--- src/rtl/dts_result_reader_if.sv ---
// Result stream from dts_result_reader: one DTS mark per beat over valid/ready.
interface dts_result_reader_if #(
  parameter int n_iWIDTH = 2,
  parameter int M_WIDTH  = 5
) ();
  logic                out_valid;
  logic                out_ready;
  logic [n_iWIDTH-1:0] out_block;
  logic [M_WIDTH-1:0]  out_mark;
  logic                out_last;

  modport master (output out_valid, out_block, out_mark, out_last, input out_ready);
  modport slave  (input out_valid, out_block, out_mark, out_last, output out_ready);
endinterface

--- src/rtl/dts_result_reader.sv ---
// Snapshots a worker's packed rulers on done, validates the DTS, streams its marks.
// Optional DTS_RESULT_CHECK_EN builds the per-difference CHECK pass; otherwise check_ok just flags a capture.
module dts_result_reader #(
  parameter int n         = 3,
  parameter int k         = 3,
  parameter int M         = 19,
  parameter int n_iWIDTH  = 2,
  parameter int M_WIDTH   = 5,
  parameter int CNT_WIDTH = 5
) (
  input  logic                 clk,
  input  logic                 reset_n,
  input  logic [n*(M+1)-1:0]   natRuler,
  input  logic                 done,
  dts_result_reader_if.master  res,
  output logic                 check_ok,
  output logic                 check_fail,
  output logic                 busy
);

  typedef enum logic [1:0] {IDLE, CHECK, EMIT, HOLD} state_t;

  function automatic logic [CNT_WIDTH-1:0] popcnt(input logic [M:0] v);
    logic [CNT_WIDTH-1:0] c;
    c = '0;
    for (int i = 0; i <= M; i++) c = c + CNT_WIDTH'(v[i]);
    return c;
  endfunction

  state_t              state;
  logic [n-1:0][M:0]   snap;
  logic [n-1:0][M:0]   capV;
  logic [n-1:0][M:0]   startVec;
  logic [n_iWIDTH-1:0] blk;
  logic [M:0]          work;
  logic                okQ;

  assign capV = natRuler;

  // Marks exclude bit 0, so a block counts as non-empty only on bits M..1.
  logic [n-1:0] snapNz, startNz;
  always_comb begin
    for (int i = 0; i < n; i++) begin
      snapNz[i]  = |snap[i][M:1];
      startNz[i] = |startVec[i][M:1];
    end
  end

  logic                startHit, nextHit;
  logic [n_iWIDTH-1:0] startBlk, nextBlk;
  always_comb begin
    startHit = 1'b0;
    startBlk = '0;
    nextHit  = 1'b0;
    nextBlk  = '0;
    for (int i = n - 1; i >= 0; i--) begin
      if (startNz[i]) begin
        startHit = 1'b1;
        startBlk = n_iWIDTH'(i);
      end
      if (snapNz[i] && (i > int'(blk))) begin
        nextHit = 1'b1;
        nextBlk = n_iWIDTH'(i);
      end
    end
  end

  logic [M:0] startWork;
  assign startWork = {startVec[startBlk][M:1], 1'b0};

  // Lowest set bit is the current mark; clearing it is work & (work-1).
  logic [M:0]         workClr;
  logic [M_WIDTH-1:0] markIdx;
  logic               oneLeft;
  assign workClr = work & (work - (M+1)'(1));
  assign oneLeft = popcnt(work) == CNT_WIDTH'(1);
  always_comb begin
    markIdx = '0;
    for (int i = M; i >= 1; i--) if (work[i]) markIdx = M_WIDTH'(i);
  end

  logic emitting;
  assign emitting      = (state == EMIT);
  assign res.out_valid = emitting;
  assign res.out_block = emitting ? blk : '0;
  assign res.out_mark  = emitting ? markIdx : '0;
  assign res.out_last  = emitting && oneLeft && !nextHit;
  assign busy          = (state != IDLE);
  assign check_ok      = okQ;

`ifdef DTS_RESULT_CHECK_EN
  logic [M:0]         mask;
  logic [M_WIDTH-1:0] s;
  logic               fail, failQ;
  logic [M:0]         w, d;
  logic               cycFail, failAll;

  assign startVec   = snap;
  assign check_fail = failQ;

  // d has one bit per pair of marks in this block whose difference is s.
  always_comb begin
    w       = snap[blk];
    d       = w & (w >> s);
    cycFail = (popcnt(d) > CNT_WIDTH'(1)) || ((d != '0) && mask[s]);
    if (s == M_WIDTH'(1))
      cycFail = cycFail || !w[0] || (popcnt(w) != CNT_WIDTH'(k + 1));
    failAll = fail || cycFail;
  end
`else
  assign startVec   = capV;
  assign check_fail = 1'b0;
`endif

  always_ff @(posedge clk or negedge reset_n) begin
    if (!reset_n) begin
      state <= IDLE;
      snap  <= '0;
      blk   <= '0;
      work  <= '0;
      okQ   <= 1'b0;
`ifdef DTS_RESULT_CHECK_EN
      mask  <= '0;
      s     <= '0;
      fail  <= 1'b0;
      failQ <= 1'b0;
`endif
    end else begin
      case (state)
        IDLE: if (done) begin
          snap <= natRuler;
          blk  <= '0;
`ifdef DTS_RESULT_CHECK_EN
          okQ   <= 1'b0;
          failQ <= 1'b0;
          mask  <= '0;
          s     <= M_WIDTH'(1);
          fail  <= 1'b0;
          state <= CHECK;
`else
          okQ <= 1'b1;
          if (startHit) begin
            state <= EMIT;
            blk   <= startBlk;
            work  <= startWork;
          end else begin
            state <= HOLD;
          end
`endif
        end
`ifdef DTS_RESULT_CHECK_EN
        CHECK: begin
          if (d != '0) mask[s] <= 1'b1;
          fail <= failAll;
          if (s == M_WIDTH'(M)) begin
            s <= M_WIDTH'(1);
            if (blk == n_iWIDTH'(n - 1)) begin
              okQ   <= !failAll;
              failQ <= failAll;
              // Empty leading blocks are skipped; an all-empty set goes straight to HOLD.
              if (startHit) begin
                state <= EMIT;
                blk   <= startBlk;
                work  <= startWork;
              end else begin
                state <= HOLD;
              end
            end else begin
              blk <= blk + n_iWIDTH'(1);
            end
          end else begin
            s <= s + M_WIDTH'(1);
          end
        end
`endif
        EMIT: if (res.out_ready) begin
          if (workClr != '0) begin
            work <= workClr;
          end else if (nextHit) begin
            blk  <= nextBlk;
            work <= {snap[nextBlk][M:1], 1'b0};
          end else begin
            work  <= '0;
            state <= HOLD;
          end
        end
        HOLD: if (!done) begin
          state <= IDLE;
          okQ   <= 1'b0;
`ifdef DTS_RESULT_CHECK_EN
          failQ <= 1'b0;
`endif
        end
        default: state <= IDLE;
      endcase
    end
  end

endmodule

--- src/flat_wrapper.sv ---
// flat-port wrapper written by rule: the top's interface ports become plain ports
module dts_result_reader_flat 
#(
  parameter int n         = 3,
  parameter int k         = 3,
  parameter int M         = 19,
  parameter int n_iWIDTH  = 2,
  parameter int M_WIDTH   = 5,
  parameter int CNT_WIDTH = 5
)
  (clk, reset_n, natRuler, done, check_ok, check_fail, busy, res_out_valid, res_out_block, res_out_mark, res_out_last, res_out_ready);
  dts_result_reader_if #(.n_iWIDTH(n_iWIDTH), .M_WIDTH(M_WIDTH)) res_i ();
  input  logic clk;
  input  logic reset_n;
  input  logic [n*(M+1)-1:0] natRuler;
  input  logic done;
  output logic check_ok;
  output logic check_fail;
  output logic busy;
  output wire logic [$bits(res_i.out_valid)-1:0] res_out_valid;
  output wire logic [$bits(res_i.out_block)-1:0] res_out_block;
  output wire logic [$bits(res_i.out_mark)-1:0] res_out_mark;
  output wire logic [$bits(res_i.out_last)-1:0] res_out_last;
  input wire logic [$bits(res_i.out_ready)-1:0] res_out_ready;
  assign res_out_valid = res_i.out_valid;
  assign res_out_block = res_i.out_block;
  assign res_out_mark = res_i.out_mark;
  assign res_out_last = res_i.out_last;
  assign res_i.out_ready = res_out_ready;
  dts_result_reader #(.n(n), .k(k), .M(M), .n_iWIDTH(n_iWIDTH), .M_WIDTH(M_WIDTH), .CNT_WIDTH(CNT_WIDTH)) u_core (.clk(clk), .reset_n(reset_n), .natRuler(natRuler), .done(done), .res(res_i), .check_ok(check_ok), .check_fail(check_fail), .busy(busy));
endmodule
--- config.mk ---
export PLATFORM = sky130hd
export DESIGN_NAME = dts_result_reader_flat
export DESIGN_NICKNAME = d
export VERILOG_FILES = /design/src/rtl/dts_result_reader_if.sv /design/src/rtl/dts_result_reader.sv /design/src/flat_wrapper.sv
export SDC_FILE = /design/constraint.sdc
export NUM_CORES = 1
export LEC_CHECK = 0
export CAP_MARGIN = 30
export CORE_ASPECT_RATIO = 1.2
export CORE_MARGIN = 2
export CORE_UTILIZATION = 30
export DETAILED_ROUTE_END_ITERATION = 12
export PLACE_DENSITY = 0.53
export RECOVER_POWER = 50
export SYNTH_ARGS = -nofsm -noshare
export SYNTH_HDL_FRONTEND = slang
export SYNTH_SLANG_ARGS = --single-unit
--- constraint.sdc ---
create_clock -name clk -period 6.3 [get_ports clk]
set_clock_uncertainty 0.15 [all_clocks]
set_input_delay 0.63 -clock clk [delete_from_list [all_inputs] [get_ports clk]]
set_output_delay 0.63 -clock clk [all_outputs]
set_load 0.005 [all_outputs]
-- Word level (Yosys, flattened, before mapping)
Index checks and enable logic that the tools add are counted.
- register bits: 85
- input port bits: 64
- output and inout bits: 12
- $add $sub $neg: 20
- magnitude comparators: 4
- eq/ne operators: 10
- muxes and demuxes: 57
- bitwise logic cells: 1
- reductions and logical operators: 20
- operator list (operator ; count):
    2-to-1 mux 20 bit ; 7
    2-to-1 mux 5 bit ; 20
    OR reduction 19 bit ; 5
    adder 5 x 1 -> 5 bit ; 18
    binary-select mux 20 bit (select 2 bit) ; 2
    case mux 20 bit (2 select lines) ; 1
    2-to-1 mux 2 bit ; 16
    AND 20 bit ; 1
    nonzero test 20 bit ; 1
    subtractor 20 x 1 -> 20 bit, second input constant ; 1
    != test 2 bit, second input constant ; 5
    AND reduction 5 bit ; 2
    2-to-1 mux 1 bit ; 8
    < comparator 2 x 3 -> 1 bit, second input constant ; 2
    case mux 2 bit (3 select lines) ; 1
    nonzero test 2 bit ; 3
    == test 5 x 1 -> 1 bit, second input constant ; 1
    == test 2 bit, second input constant ; 2
    logical AND 1 bit ; 4
    != test 2 x 1 -> 1 bit, second input constant ; 2
    case mux 2 bit (2 select lines) ; 1
    AND reduction 4 bit ; 1
    AND reduction 3 bit ; 1
    adder 1 x 1 -> 2 bit ; 1
    other kinds (6) ; 6

-- Longest topological paths before layout
Gate-level depths: netlist of the first run.
- depth after elaboration: 22
- gate-level depth with buffers: 15
- mapped depth without buffers: 14

-- Worst setup path before layout of the first run
No wires, ideal clock.
- kind: reg-to-output
- start point: reg u_core.work[8]
- end point: out res_out_last
- arrival: 4.326 ns
- path slack: 1.194 ns
- stages on the path, launching flop included: 15
- path through: dfrtp_1 -> buf_2 -> inv_1 -> fa_1 -> inv_1 -> fa_1 -> fa_1 -> inv_1 -> fa_1 -> fa_1 -> inv_1 -> fa_1 -> fa_1 -> nor4_1 -> and3_1
- word-level cells in the longest chain between the ends: 15
- ends and longest elaborated chain (what ; line ; source):
    start, declared ; dts_result_reader.sv:35 ; logic [M:0] work;
    start signal, assigned ; dts_result_reader.sv:145 ; work <= startWork;
    start signal, assigned ; dts_result_reader.sv:178 ; work <= workClr;
    start signal, assigned ; dts_result_reader.sv:181 ; work <= {snap[nextBlk][M:1], 1'b0};
    adder 5 x 1 -> 5 bit (12 in series) ; dts_result_reader.sv:26 ; for (int i = 0; i <= M; i++) c = c + CNT_WIDTH'(v[i]);
    == test 5 x 1 -> 1 bit ; dts_result_reader.sv:76 ; assign oneLeft = popcnt(work) == CNT_WIDTH'(1);
    logical AND 1 bit (2 in series) ; dts_result_reader.sv:87 ; assign res.out_last = emitting && oneLeft && !nextHit;
    end, declared ; flat_wrapper.sv:23 ; output wire logic [$bits(res_i.out_last)-1:0] res_out_last;
No other way between the ends.

-- Worst setup path in the final report of the first run
- start point: reg u_core.work[4]
- end point: out res_out_last
- word-level cells in the longest chain between the ends: 19
- ends and longest elaborated chain (what ; line):
    adder 5 x 1 -> 5 bit (16 in series) ; dts_result_reader.sv:26
    == test 5 x 1 -> 1 bit ; dts_result_reader.sv:76
    logical AND 1 bit (2 in series) ; dts_result_reader.sv:87
No other way between the ends.

==> run summary, run 1 <==
- **vias after detailed routing** 4330
- **clock latency of the later-clocked register in the worst-skew pair** 0.32 ns
- **synthesized instance count** 536
- **Setup Buffers After CTS** 0
- **crit path launch type** register
- **area of combinational cells with multiple inputs** 2640 um^2
- **die extent in y** 138 um
- **unrepaired setup endpoints after global routing** false
- **Ports** 76
- **Worst Slack Setup Final** 0.245 ns
- **met1 demand-to-capacity share in global routing** 0.262
- **number of slew-limit violations in the final report** 105
- **horizontal die dimension** 116 um
- **share of flip-flops with an asynchronous set or reset after synthesis** 1.00
- **final weighted congestion in routability-driven placement** 0.897
- **data arrival at the endpoint of the critical path** 5.27 ns
- **maximum buffer depth of the clock tree** 2
- **power density over cell area** 307 nW/um^2
- **Post-synth top flop** dfrtp_1
- **Tightest Pin Transition** 3.49 ns
- **portion of the post-synthesis area used by sequential elements** 0.346
- **combined flip-flop and latch cell area** 1550 um^2
- **portion of the clock cycle consumed by the worst path in the final layout** 0.961
- **Fin Setup TNS** 0 ns
- **net count of the mapped netlist** 622
- **Remaining Overflow, GRT** 0
- **path type of the worst setup path** register to output pin
- **Global Route Usage Sum** 0.202
- **Total Routed Length** 15400 um
- **busiest layer in global routing** met2
- **average detailed-routed wire length per instance** 19.4 um
- **TritonCTS sink count** 62
- **# port buffers** 71
- **area of the die** 15900 um^2
- **static leakage** 0.00233 uW
- **required time of the critical path** 5.52 ns
- **final setup violation count** 0
- **area added between synthesis and finish** 24.9%
- **number of nets in the final layout** 676
- **Ys Warns** 0
- **wire length of the first global-routing pass** 24500 um
- **type of the worst min-delay path** register to register
- **count of unique library cells instantiated by Yosys** 66
- **Worst VDD drop** 153 uV
- **Mean Syn Cell Area** 8.35 um^2
- **violated checks** capacitance limit, slew limit
- **critical path peak fanout** 11
- **smallest hold slack** 0.354 ns
- **number of hold violations in the final report** 0
- **clock transition at the registers of the reported paths** 0.05 ns
- **vias in the first global route** 4422
- **routing usage on met2** 0.337
- **result of the run** finished, violations left
- **cts bufs inserted** 9
- **max-cap violation count** 2
- **TritonCTS clock tree** yes
- **GRT met3 Usage** 0.0264
- **Placement Setup Slack** 0.453 ns
- **netlist area before placement** 4480 um^2
- **Antenna diodes** 0
- **fillcell total** 1517
- **number of H-tree levels** 3
- **number of search-and-repair iterations in the first detailed-routing pass** 5
- **EDFF count, synth** 0
- **ratio of routed vias to standard cells** 5.45
- **initial antenna violation count** 0
- **iteration-0 DRC count of the detailed router** 234
- **clock root buffer master** clkbuf_16
- **HPWL after detailed placement** 12000 um
- **kind of capture point of the worst setup path** output pin
- **row count** 48
- **#FFs+latches synth** 62
- **Max Fclk** 165 MHz
- **worst slew margin relative to its limit** -1.33
- **number of design rule violations left after detail routing** 0
- **total core area** 14500 um^2
- **pin count of the biggest net entering global routing** 63
- **initial standard-cell utilization of the core** 0.309
- **number of nets with antenna violations after routing** 0
- **fraction of final layout cells with drive strength greater than 1** 0.0724
- **crit path time final** 6.05 ns
==> report_power, final <==
group | switching [uW] | internal [uW]
registers | 87.3 | 460
logic | 388 | 335
clock network | 163 | 285
==> worst max-delay path: stages, from the launching register on <==
cell,delay (ns)
dfrtp_1,0.61
fa_1,0.53
fa_1,0.49
fa_1,0.52
inv_1,0.05
fa_1,0.45
fa_1,0.49
inv_1,0.05
fa_1,0.41
fa_1,0.45
nor4_1,0.24
and3_1,0.18
clkdlybuf4s50_1,0.50
==> registers in the layout, indices dropped and copies added, names as in the netlist <==
signal / cells
u_core.work: 19
u_core.blk: 2
u_core.state: 2
u_core.snap: 38
u_core.check_ok: 1
==> through the flow <==
step	area (um^2)	total power [uW]	utilization	std cells
6_report	5590	1720	0.386	794
5_1_grt	5590	1880	0.386	794
4_1_cts	5590	1740	0.386	794
3_5_place_dp	5320	1290	0.368	779
3_3_place_gp	5310	1260	0.367	778
2_1_floorplan	4480	1040	-	536
==> worst paths after layout <==
check / startpoint / endpoint / slack, ns / cells past startpoint
worst min register to register: u_core.snap[30] / u_core.snap[30] / 0.35 / 2
min in group asynchronous: reset_n / u_core.blk[0] / 1.43 / 2
worst max-delay path: u_core.work[4] / res_out_last / 0.25 / 12
max in group asynchronous: reset_n / u_core.work[8] / 2.31 / 2
worst max register to register: u_core.state[0] / u_core.work[2] / 2.16 / 6
worst min-delay path: u_core.snap[30] / u_core.snap[30] / 0.35 / 2
==> layout make-up <==
cell class | instances | share of cell area
inverters | 32 | 0.0215
clock buffers | 14 | 0.0472
repair buffers | 78 | 0.136
clock inverters | 1 | 0.000895
flip-flops and latches | 62 | 0.278
multi-input cells | 407 | 0.472
well taps | 200 | 0.0448
==> repair_timing <==
| action | in CTS | in global routing |
|---|---|---|
| resized for setup | 0 | 2 |
| setup endpoints to repair | 0 | 1 |
| hold buffers | 0 | 0 |
==> cells by family after synthesis <==
logic type                 Yosys count  synth area share
adders and majority gates           23            0.0855
muxes                                8            0.0179
DFF                                 62             0.346
buffers and inverters               67            0.0665
other                                1          0.000837
and+or+nand+nor                    252             0.277
AOI/OAI and AO/OA                  123             0.206
==> Yosys cell counts (4+ instances only) <==
| cell type | count | share of area |
|---|---|---|
| a211oi_1 | 6 | 0.010 |
| a21oi_1 | 19 | 0.021 |
| a221o_1 | 4 | 0.0089 |
| a221oi_1 | 9 | 0.018 |
| a22o_1 | 9 | 0.018 |
| a22oi_1 | 15 | 0.025 |
| and3_1 | 5 | 0.0070 |
| buf_2 | 4 | 0.0045 |
| buf_6 | 4 | 0.010 |
| clkbuf_1 | 21 | 0.018 |
| dfrtp_1 | 62 | 0.35 |
| fa_1 | 13 | 0.058 |
| ha_1 | 9 | 0.025 |
| inv_1 | 31 | 0.026 |
| mux2i_1 | 8 | 0.018 |
| nand2_1 | 142 | 0.12 |
| nand2b_1 | 6 | 0.0084 |
| nand4_1 | 5 | 0.0070 |
| nor2_1 | 28 | 0.023 |
| nor3_1 | 8 | 0.0089 |
| nor4_1 | 29 | 0.041 |
| o211ai_1 | 4 | 0.0067 |
| o21ai_0 | 19 | 0.021 |
| o22ai_1 | 4 | 0.0056 |
| o31ai_1 | 6 | 0.010 |
| or3_1 | 4 | 0.0056 |
==> layout by cell type (no fill, tap or decap), types with 4 or more instances in the layout <==
cell type	Yosys	final
ha_1	9	9
nor3_1	8	8
a22o_1	9	9
o21ai_0	19	19
a22oi_1	15	15
o31ai_1	6	6
o22ai_1	4	4
inv_1	31	31
or3_1	4	4
nand4_1	5	5
clkbuf_16	0	9
a221oi_1	9	9
clkbuf_1	21	4
nor2_1	28	26
a21oi_1	19	19
o211ai_1	4	4
a221o_1	4	4
and3_1	5	5
nand2b_1	6	6
fa_1	13	13
buf_4	3	5
dfrtp_1	62	60
a211oi_1	6	6
nor4_1	29	28
nand2_1	142	142
clkdlybuf4s50_1	0	68
mux2i_1	8	8
==> routing by layer <==
metal	routed length, um	up-vias
li1	-	2026
met1	6570	2111
met2	7650	163
met3	728	30
met4	492	0
met5	0	-
No activity file was read; power rests on OpenSTA's default activity.
==> run 2: changes to the inputs <==
--- a/config.mk
+++ b/config.mk
@@ -12,6 +12,7 @@
 export DETAILED_ROUTE_END_ITERATION = 12
 export PLACE_DENSITY = 0.53
 export RECOVER_POWER = 50
+export SKIP_LAST_GASP = 1
 export SYNTH_ARGS = -nofsm -noshare
 export SYNTH_HDL_FRONTEND = slang
 export SYNTH_SLANG_ARGS = --single-unit
==> results of run 2 <==
Same layout as run 1: the final DEF is identical, and so are final timing and power.
==> run 3: changes to the inputs <==
--- a/config.mk
+++ b/config.mk
@@ -8,9 +8,9 @@
 export CAP_MARGIN = 30
 export CORE_ASPECT_RATIO = 1.2
 export CORE_MARGIN = 2
-export CORE_UTILIZATION = 30
+export CORE_UTILIZATION = 54
 export DETAILED_ROUTE_END_ITERATION = 12
-export PLACE_DENSITY = 0.53
+export PLACE_DENSITY = 0.84
 export RECOVER_POWER = 50
 export SKIP_LAST_GASP = 1
 export SYNTH_ARGS = -nofsm -noshare
==> run 3 against run 2 <==
Effect of this change: setup slack got worse by 0.053 ns; the run still ends with capacitance limit, slew limit left; register-to-register slack improved by 0.03 ns; utilization rose by 28 points; first-iteration DRC count rose by 92%; die area fell by 43%; flip-flop and latch count did not move; total power fell by 2.5%; fmax fell by 0.86%; combinational power rose by 5.4%; cell area fell by 3.7%.
==> run summary, run 3 (synthesis results as in run 1) <==
- **number of nets in the final layout** 675, -0.15%
- **clock transition at the registers of the reported paths** 0.07 ns, +0.02 ns
- **number of design rule violations left after detail routing** 0, unchanged
- **Global Route Usage Sum** 0.327, +0.125
- **data arrival at the endpoint of the critical path** 5.33 ns, +0.06 ns
- **crit path launch type** register
- **number of nets with antenna violations after routing** 0, unchanged
- **Remaining Overflow, GRT** 0, unchanged
- **row count** 36, -25%
- **fraction of final layout cells with drive strength greater than 1** 0.0774, +0.00505
- **Most flops, register** u_core.snap
- **TritonCTS clock tree** yes
- **static leakage** 0.00229 uW, -1.7%
- **cell repeated most along the worst path** fa_1
- **max-cap violation count** 2, unchanged
- **number of slew-limit violations in the final report** 105, unchanged
- **capture point of the critical path** res_out_last
- **Worst VDD drop** 232 uV, +52%
- **iteration-0 DRC count of the detailed router** 449, +92%
- **worst slew margin relative to its limit** -1.26, +0.0705
- **HPWL after detailed placement** 10800 um, -10%
- **violated checks** capacitance limit, slew limit
- **crit path buf inv count** 5, +2
- **area of the die** 9040 um^2, -43%
- **critical path peak fanout** 10, -1
- **delay of the slowest cell on the worst path** 0.54 ns, -0.07 ns
- **vias after detailed routing** 4405, +1.7%
- **Worst path top cell family by delay** adder cells
- **area added between synthesis and finish** 20.2%
- **reg-to-reg critical path startpoint** u_core.state[0]
- **TritonCTS sink count** 62, unchanged
- **ratio of routed vias to standard cells** 6.39, +17%
- **Worst Reg2Reg Path Length in Cells** 7, +1
- **Ports** 76, unchanged
- **vias in the first global route** 4346, -1.7%
- **horizontal die dimension** 87.1 um, -25%
- **clock latency of the later-clocked register in the worst-skew pair** 0.36 ns, +0.04 ns
- **path type of the worst setup path** register to output pin
- **initial antenna violation count** 0, unchanged
- **Tightest Pin Transition** 3.38 ns, -0.106 ns
- **total number of cells along the worst setup path** 14, +2
- **Antenna diodes** 0, unchanged
- **average detailed-routed wire length per instance** 20.5 um, +5.2%
- **required time of the critical path** 5.52 ns, about the same
- **endpoint of the worst-slack reg-to-reg timing path** u_core.work[2]
- **cts bufs inserted** 9, unchanged
- **cell type of the slowest stage on the worst timing path** fa_1
- **number of H-tree levels** 3, unchanged
- **kind of capture point of the worst setup path** output pin
- **die extent in y** 104 um, -25%
- **# port buffers** 71, unchanged
- **unrepaired setup endpoints after global routing** false
- **result of the run** finished, violations left
- **number of buffers inserted by hold repair at cts** 0, unchanged
- **final setup violation count** 0, unchanged
- **total core area** 8110 um^2, -44%
- **initial standard-cell utilization of the core** 0.552, +0.243
- **largest registers** u_core.snap x38, u_core.work x19
- **Max Fclk** 164 MHz, -0.86%
- **power density over cell area** 311 nW/um^2, +1.3%
- **maximum buffer depth of the clock tree** 2, unchanged
- **final weighted congestion in routability-driven placement** 0.956, +6.6%
- **critical path startpoint** u_core.work[16]
- **cell-by-cell trace of the critical path** fa_1, inv_1, fa_1, inv_1, fa_1, inv_1, fa_1, fa_1, inv_1, fa_1, fa_1, nor4_1, and3_1, clkdlybuf4s50_1
- **pin count of the biggest net entering global routing** 63, unchanged
- **Total Routed Length** 14100 um, -8.7%
- **number of search-and-repair iterations in the first detailed-routing pass** 5, unchanged
- **wire length of the first global-routing pass** 22700 um, -7.0%
- **number of hold violations in the final report** 0, unchanged
- **Fin Setup TNS** 0 ns, unchanged
- **portion of the clock cycle consumed by the worst path in the final layout** 0.969, +0.00835
- **crit path time final** 6.11 ns, +0.0526 ns
- **worst-case register-to-register setup slack** 2.19 ns, +0.03 ns
- **most used cells in the layout excluding fill and tap cells** 142 x nand2_1, 69 x clkdlybuf4s50_1, 58 x dfrtp_1
- **type of the worst min-delay path** register to register
- **flip-flop count of the largest register, all copies and words added** 38, unchanged
- **Overall Power** 1680 uW, -2.5%
- **most common cell after layout, fill and taps aside** nand2_1
- **clock root buffer master** clkbuf_8
[run 3: where the power goes]
group	total, uW	switching [uW]	internal, uW
clock network	364	162	202
logic	762	413	349
registers	549	89.5	460
[run 3: tightest hold or removal path: cells and delay by family, from the launching register on]
kind             cells  cell delay (ns)
flip-flops           1             0.37
AND/OR/NAND/NOR      2             0.12
[run 3: metrics by stage]
step	setup WS, ns	cells	hold slack (ns)	util	area [um^2]
6_report	0.192	689	0.364	0.664	5380
5_1_grt	0.0206	689	0.387	0.664	5380
4_1_cts	0.102	688	0.308	0.663	5380
3_5_place_dp	0.366	672	0.344	0.638	5170
3_3_place_gp	0.500	671	0.333	0.637	5160
2_1_floorplan	1.19	536	0.184	-	4480
[run 3: how the worst min path moves through the flow]
stage	from	endpoint	slack, ns	cells after the start
2_1_floorplan	reset_n	u_core.blk[0]	0.18	0
3_3_place_gp	u_core.snap[46]	u_core.snap[46]	0.33	2
3_5_place_dp	u_core.snap[46]	u_core.snap[46]	0.34	2
4_1_cts	reset_n	u_core.snap[42]	0.31	2
5_1_grt	u_core.snap[41]	u_core.snap[41]	0.39	2
6_report	u_core.snap[46]	u_core.snap[46]	0.36	2
[run 3: timing repair]
action,4_1_cts,5_1_grt
setup buffers,0,1
endpoints found under the setup margin,1,1
gates resized for setup,1,3
[run 3: per-layer routing]
layer / up-vias / track usage / routed length (um)
li1: 2020 / - / -
met1: 2068 / 0.444 / 5500
met2: 276 / 0.512 / 6970
met3: 41 / 0.0454 / 1060
met4: 0 / 0.156 / 566
met5: - / 0 / 0
[run 3: cell type report]
class	instances	area, um^2
Timing Repair Buffer	77	751
Tap cell	95	119
Fill cell	686	2720
Multi-Input combinational cell	407	2640
Inverter	32	120
Clock buffer	12	155
Clock inverter	4	45.0
Sequential cell	62	1560
